## config.mk

```make
export PLATFORM = sky130hd
export DESIGN_NAME = seven_segment_scan
export DESIGN_NICKNAME = d
export VERILOG_FILES = /design/src/rtl/seven_segment_pkg.sv /design/src/rtl/slot_timer.sv /design/src/rtl/seven_segment_scan.sv
export SDC_FILE = /design/constraint.sdc
export NUM_CORES = 1
export LEC_CHECK = 0
export CAP_MARGIN = 5
export CORE_MARGIN = 2
export CORE_UTILIZATION = 50
export DETAILED_ROUTE_END_ITERATION = 8
export GPL_TIMING_DRIVEN = 0
export PLACE_DENSITY = 0.79
export SLEW_MARGIN = 20
export SYNTH_ARGS = -nofsm -noshare
export SYNTH_HDL_FRONTEND = slang
export SYNTH_HIERARCHICAL = 1
export SYNTH_SLANG_ARGS = --single-unit
export TNS_END_PERCENT = 30
```

## constraint.sdc

```tcl
create_clock -name clk -period 2.5 [get_ports clk]
set_clock_uncertainty 0.2 [all_clocks]
set_input_delay 0.5 -clock clk [delete_from_list [all_inputs] [get_ports clk]]
set_output_delay 0.5 -clock clk [all_outputs]
set_load 0.1 [all_outputs]
```

## src/rtl/seven_segment_pkg.sv

```systemverilog
// Shared constants and types for the multiplexed 7-segment scanner.
package seven_segment_pkg;

    localparam int SEG_A  = 7;
    localparam int SEG_B  = 6;
    localparam int SEG_C  = 5;
    localparam int SEG_D  = 4;
    localparam int SEG_E  = 3;
    localparam int SEG_F  = 2;
    localparam int SEG_G  = 1;
    localparam int SEG_DP = 0;

    typedef enum logic {BLANK = 1'b0, ON = 1'b1} scan_state_t;

    localparam int DEF_NUM_DIGITS   = 4;
    localparam int DEF_SLOT_CYCLES  = 12000;
    localparam int DEF_BLANK_CYCLES = 600;

endpackage

```

## src/rtl/slot_timer.sv

```systemverilog
// Slot counter, blank/on state machine and digit index for the scanner.
module slot_timer
    import seven_segment_pkg::*;
#(
    parameter int NUM_DIGITS   = DEF_NUM_DIGITS,
    parameter int SLOT_CYCLES  = DEF_SLOT_CYCLES,
    parameter int BLANK_CYCLES = DEF_BLANK_CYCLES,
    localparam int CW = $clog2(SLOT_CYCLES),
    localparam int IW = $clog2(NUM_DIGITS)
) (
    input  logic          clk,
    input  logic          rst,
    output logic [IW-1:0] index,
    output logic          on_window,
    output logic          slot_end,
    output logic          frame_end
);

    logic [CW-1:0] cnt;
    scan_state_t   state, state_nx;

    assign slot_end  = (cnt == CW'(SLOT_CYCLES - 1));
    assign frame_end = slot_end && (index == IW'(NUM_DIGITS - 1));
    assign on_window = (state == ON);

    // State tracks cnt: ON exactly while cnt >= BLANK_CYCLES.
    always_comb begin
        state_nx = state;
        if (slot_end)
            state_nx = BLANK;
        else if (cnt == CW'(BLANK_CYCLES - 1))
            state_nx = ON;
    end

    always_ff @(posedge clk) begin
        if (rst) begin
            cnt   <= '0;
            index <= '0;
            state <= BLANK;
        end else begin
            state <= state_nx;
            cnt   <= slot_end ? '0 : cnt + 1'b1;
            if (slot_end)
                index <= frame_end ? '0 : index + 1'b1;
        end
    end

endmodule

```

## src/rtl/seven_segment_scan.sv

```systemverilog
// Time-multiplexed 7-segment scanner with dead time and frame-aligned loads.
// SEVEN_SEGMENT_SCAN_LZB_EN enables leading-zero blanking.
module seven_segment_scan
    import seven_segment_pkg::*;
#(
    parameter int NUM_DIGITS   = DEF_NUM_DIGITS,
    parameter int SLOT_CYCLES  = DEF_SLOT_CYCLES,
    parameter int BLANK_CYCLES = DEF_BLANK_CYCLES
) (
    input  logic                    clk,
    input  logic                    rst,
    input  logic [4*NUM_DIGITS-1:0] value,
    input  logic                    load,
    input  logic [NUM_DIGITS-1:0]   dp_mask,
    output logic [3:0]              digit_bin,
    input  logic [7:0]              seg_in,
    output logic [7:0]              seg,
    output logic [NUM_DIGITS-1:0]   digit_sel,
    output logic                    frame_start
);

    localparam int IW = $clog2(NUM_DIGITS);

    logic [IW-1:0]           index;
    logic                    on_window, slot_end, frame_end;
    logic [4*NUM_DIGITS-1:0] active_val, shadow_val;
    logic [NUM_DIGITS-1:0]   active_dp, shadow_dp;
    logic                    pending;
    logic [7:0]              seg_nx;
    logic [NUM_DIGITS-1:0]   sel_nx;
    logic                    dp_cur;

    slot_timer #(
        .NUM_DIGITS  (NUM_DIGITS),
        .SLOT_CYCLES (SLOT_CYCLES),
        .BLANK_CYCLES(BLANK_CYCLES)
    ) u_timer (
        .clk      (clk),
        .rst      (rst),
        .index    (index),
        .on_window(on_window),
        .slot_end (slot_end),
        .frame_end(frame_end)
    );

    // Driven during blank too, so the external decoder has settled by ON.
    assign digit_bin = active_val[4*index +: 4];
    assign dp_cur    = active_dp[index];

`ifdef SEVEN_SEGMENT_SCAN_LZB_EN
    logic [NUM_DIGITS-1:0] lz_blank;

    always_comb begin
        logic zero_above;
        zero_above = 1'b1;
        lz_blank   = '0;
        for (int i = NUM_DIGITS - 1; i > 0; i--) begin
            zero_above  = zero_above & (active_val[4*i +: 4] == 4'h0);
            lz_blank[i] = zero_above;
        end
    end
`endif

    always_comb begin
        seg_nx = '0;
        sel_nx = '0;
        if (on_window) begin
            sel_nx = NUM_DIGITS'(1) << index;
            seg_nx = {seg_in[SEG_A:SEG_G], dp_cur};
`ifdef SEVEN_SEGMENT_SCAN_LZB_EN
            if (lz_blank[index])
                seg_nx = {7'b0, dp_cur};
`endif
        end
    end

    always_ff @(posedge clk) begin
        if (rst) begin
            seg         <= '0;
            digit_sel   <= '0;
            frame_start <= 1'b0;
            active_val  <= '0;
            active_dp   <= '0;
            shadow_val  <= '0;
            shadow_dp   <= '0;
            pending     <= 1'b0;
        end else begin
            seg         <= seg_nx;
            digit_sel   <= sel_nx;
            frame_start <= frame_end;
            if (frame_end && pending) begin
                active_val <= shadow_val;
                active_dp  <= shadow_dp;
                pending    <= 1'b0;
            end
            // A load on the boundary cycle lands in shadow and waits a frame.
            if (load) begin
                shadow_val <= value;
                shadow_dp  <= dp_mask;
                pending    <= 1'b1;
            end
        end
    end

endmodule
```

==> impl_metrics.py <==
metrics = {
    "placement": {
        "placed_area_um2": 3426,
        "dp_cells": 397,
        "hpwl_um": 3787,
        "port_buffers": 45,
        "dpl_worst_slack_ps": -338.1,
        "gp_congestion": 0.8333,
    },
    "final_layout": {
        "fill_cells": 494,
        "multi_input_area_um2": 1329,
        "area_growth_pct": 25.15,
        "final_cell_area_um2": 3611,
        "n_antenna_cell": 0,
        "finalNonFillerCells": 412,
        "fin_nets": 369,
        "regArea_um2": 1421,
        "drive_above_1_share_pct": 17.06,
    },
    "setup_path": {
        "setup.worst_path.start": "digit_sel[0]$_SDFF_PP0_",
        "end_kind": "output port",
        "cp_max_fo": 1,
        "worstPathCellList": "clkdlybuf4s50_1",
        "r2r_slack_ps": 100,
        "path_buf_inv": 1,
        "crit_required_ps": 1800,
        "arrival_ps": 1760,
        "critPathTopFamily": "buffers and inverters",
        "start_kind": "flip-flop",
        "max_stage_delay_ps": 1120,
        "worst-setup-path-type": "flip-flop to output port",
        "r2r-start": "u_timer/cnt[0]$_SDFF_PP0_",
        "cp_slowest_cell": "clkdlybuf4s50_1",
    },
    "timing": {
        "fin_ws_ps": 38.23,
        "rsz0062_at_grt": "true",
        "fin_crit_sh_pct": 98.47,
        "worstMarginPinSlew_ps": 966.4,
        "period_minus_slack_ps": 2462,
        "max_freq_ghz": 0.4062,
        "relSlewSlack_pct": 35.37,
        "setup_viol": 0,
        "timing.setup.tns_ps": 0,
        "hold_violations": 0,
        "fin_hold_ws_ps": 261.9,
        "drv_slew": 0,
    },
    "worst_hold_path": {
        "min_from": "u_timer/cnt[0]$_SDFF_PP0_",
        "holdCritPathClass": "flip-flop to flip-flop",
    },
    "global_routing": {
        "grt_pass1_vias": 1957,
        "antenna_found_initial": 0,
        "grt_max_degree": 11,
        "grt_pass1_wl_um": 9039,
        "gr-total-overflow": 0,
        "globalRouteTotalUtil_pct": 18.63,
    },
    "logic_synthesis": {
        "synth-xor-area-share_pct": 3.643,
        "synth_simple_gate_area_share_pct": 18.69,
        "yosys_warnings": 6,
        "synth_cell_types": 37,
        "synth_fa_ha_area_share_pct": 0.8673,
        "synth_compound_area_share_pct": 10.80,
        "synth-seq-area-share_pct": 49.26,
        "syn_area_um2": 2885,
        "synth_top_family_by_area": "simple AND/OR/NAND/NOR gates",
        "ys_ff_latch": 71,
        "syn_nets": 313,
        "synthMuxAreaShare_pct": 12.06,
        "synth_cells": 280,
        "avgSynthCellArea_um2": 10.30,
    },
    "clock_tree": {
        "clock-sinks": 71,
        "ctsHoldBuffers": 0,
        "clockRootBuffer": "clkbuf_8",
        "clk_latency_ps": 340,
        "cts_buffers": 9,
        "clk_path_buf_depth": 2,
        "path_clk_slew_ps": 70,
        "cts_tree": "built",
        "cts_htree_levels": 3,
    },
    "floorplanning": {
        "core-area_um2": 5540,
        "die_w_um": 79.97,
        "pin_count": 48,
        "die_h_um": 79.97,
        "die-area_um2": 6394,
        "start_util_pct": 52.08,
        "num_rows": 27,
    },
    "detailed_routing": {
        "first_pass_iters": 4,
        "drt_iter0_drc": 76,
        "routed_wl_um": 5369,
        "drc": 0,
        "vias": 2135,
        "vias_per_cell": 5.182,
        "final_antenna_net_count": 0,
        "avgRoutedWirePerCell_um": 13.03,
    },
    "power": {
        "ir_worst_vdd_mv": 0.4481,
        "p_leak_nw": 1.553,
        "power_density_nw_per_um2": 570.0,
    },
    "flow_run": {
        "cap_violations": 0,
    },
    "outcome": {
        "run_status": "completed",
    },
}
==> through the flow <==
stage               util [%]  power [W]
finish                 65.18   0.002058
global route           65.18   0.002141
CTS                    64.45   0.002082
detailed placement     61.83   0.001329
global placement       61.83   0.001326
floorplan                  -   0.001264
==> worst reg2reg max path: stages, from the launching register on <==
cell	delay [ps]
dfxtp_1	370
ha_1	260
nand4b_1	170
nor4_4	270
and2_2	200
buf_2	140
buf_1	400
nand3_1	160
a21oi_1	150
==> cell type report <==
type	count	area share, %
clock buffers	14	4.227
repair buffers	45	13.13
plain buffers	22	3.430
clock inverters	1	0.1386
flip-flops and latches	71	39.36
inverters	4	0.4158
well taps	72	2.495
multi-input cells	183	36.80
==> cell usage in the layout, fill, tap and decap left out, drive strengths merged <==
cell type / n
nor4: 7
nand2: 4
dfxtp: 71
nor2b: 2
nand3: 25
nor3b: 1
nor3: 3
buf: 12
clkdlybuf4s50: 32
and3b: 2
clkbuf: 28
mux4: 5
ha: 2
xnor2: 10
nor2: 40
and2: 9
a21bo: 20
and3: 1
xor2: 2
a31oi: 1
nand4b: 1
nor4b: 1
mux2i: 22
nand4: 1
clkinv: 1
nand2b: 1
dlymetal6s2s: 9
inv: 4
a21oi: 21
or2: 1
nand4bb: 1
==> state kept, by name, indices dropped and copies added (netlist names) <==
register and count:
active_val 16, shadow_val 16, u_timer/cnt 14, seg 8, active_dp 4, digit_sel 4, shadow_dp 4, u_timer/index 2
frame_start 1, pending 1, u_timer/on_window 1
==> power breakdown <==
| group | leakage, nW | internal [W] | switching [W] |
|---|---|---|---|
| Combinational | 0.896 | 0.0000727 | 0.0000590 |
| Sequential | 0.577 | 0.00116 | 0.0000156 |
| Clock | 0.0805 | 0.000382 | 0.000373 |
==> synthesized netlist by cell type <==
cell type | instances | share of area (%)
clkbuf_1 | 15 | 2.0
nand4_1 | 1 | 0.22
nand2b_1 | 1 | 0.22
and3b_2 | 2 | 0.69
mux2i_1 | 22 | 7.6
and2_2 | 1 | 0.26
xor2_1 | 2 | 0.61
buf_12 | 1 | 0.69
nor2_2 | 4 | 0.87
nor2b_1 | 1 | 0.22
xnor2_1 | 10 | 3.0
nand4bb_2 | 1 | 0.56
and2_1 | 8 | 1.7
nor4_4 | 1 | 0.74
inv_1 | 4 | 0.52
nand3_1 | 24 | 4.2
nor4b_1 | 1 | 0.30
ha_1 | 2 | 0.87
nand2_1 | 4 | 0.52
mux4_2 | 1 | 0.78
buf_4 | 3 | 0.78
nor2_1 | 36 | 4.7
nor2b_2 | 1 | 0.30
buf_2 | 2 | 0.35
nand4b_1 | 1 | 0.30
and3_2 | 1 | 0.26
mux4_1 | 4 | 3.6
nor4_1 | 6 | 1.3
nor3b_1 | 1 | 0.26
buf_6 | 1 | 0.39
nand3_2 | 1 | 0.35
or2_0 | 1 | 0.22
a21oi_1 | 21 | 3.6
a21bo_2 | 20 | 6.9
dfxtp_1 | 71 | 49
a31oi_1 | 1 | 0.22
nor3_1 | 3 | 0.52
==> kinds of logic after synthesis <==
kind of cell	after synthesis
adders and majority gates	2
xor gates and xnor gates	12
buffers and inverters	26
muxes	27
and+or+nand+nor	100
AOI/OAI and AO/OA	42
DFF	71
==> what timing repair did <==
item,4_1_cts,5_1_grt
setup buffers,0,0
pin swaps,0,0
gates resized for setup,23,21
endpoints found under the setup margin,4,33
==> routing by layer <==
| layer | part of all wire (%) | GRT usage (%) |
|---|---|---|
| met1 | 45 | 22.81 |
| met2 | 48 | 30.00 |
| met3 | 5.8 | 7.127 |
| met4 | 1.6 | 6.271 |
| met5 | 0 | 0 |
==> path summary, 6_finish.rpt <==
| kind | cells past startpoint | endpoint |
|---|---|---|
| max | 1 | digit_sel[0] |
| min | 1 | u_timer/cnt[0]$_SDFF_PP0_ |
| max reg2reg | 8 | active_val[11]$_SDFFE_PP0P_ |
| min reg2reg | 1 | u_timer/cnt[0]$_SDFF_PP0_ |
Note: power is estimated with default switching activity, not from simulation.
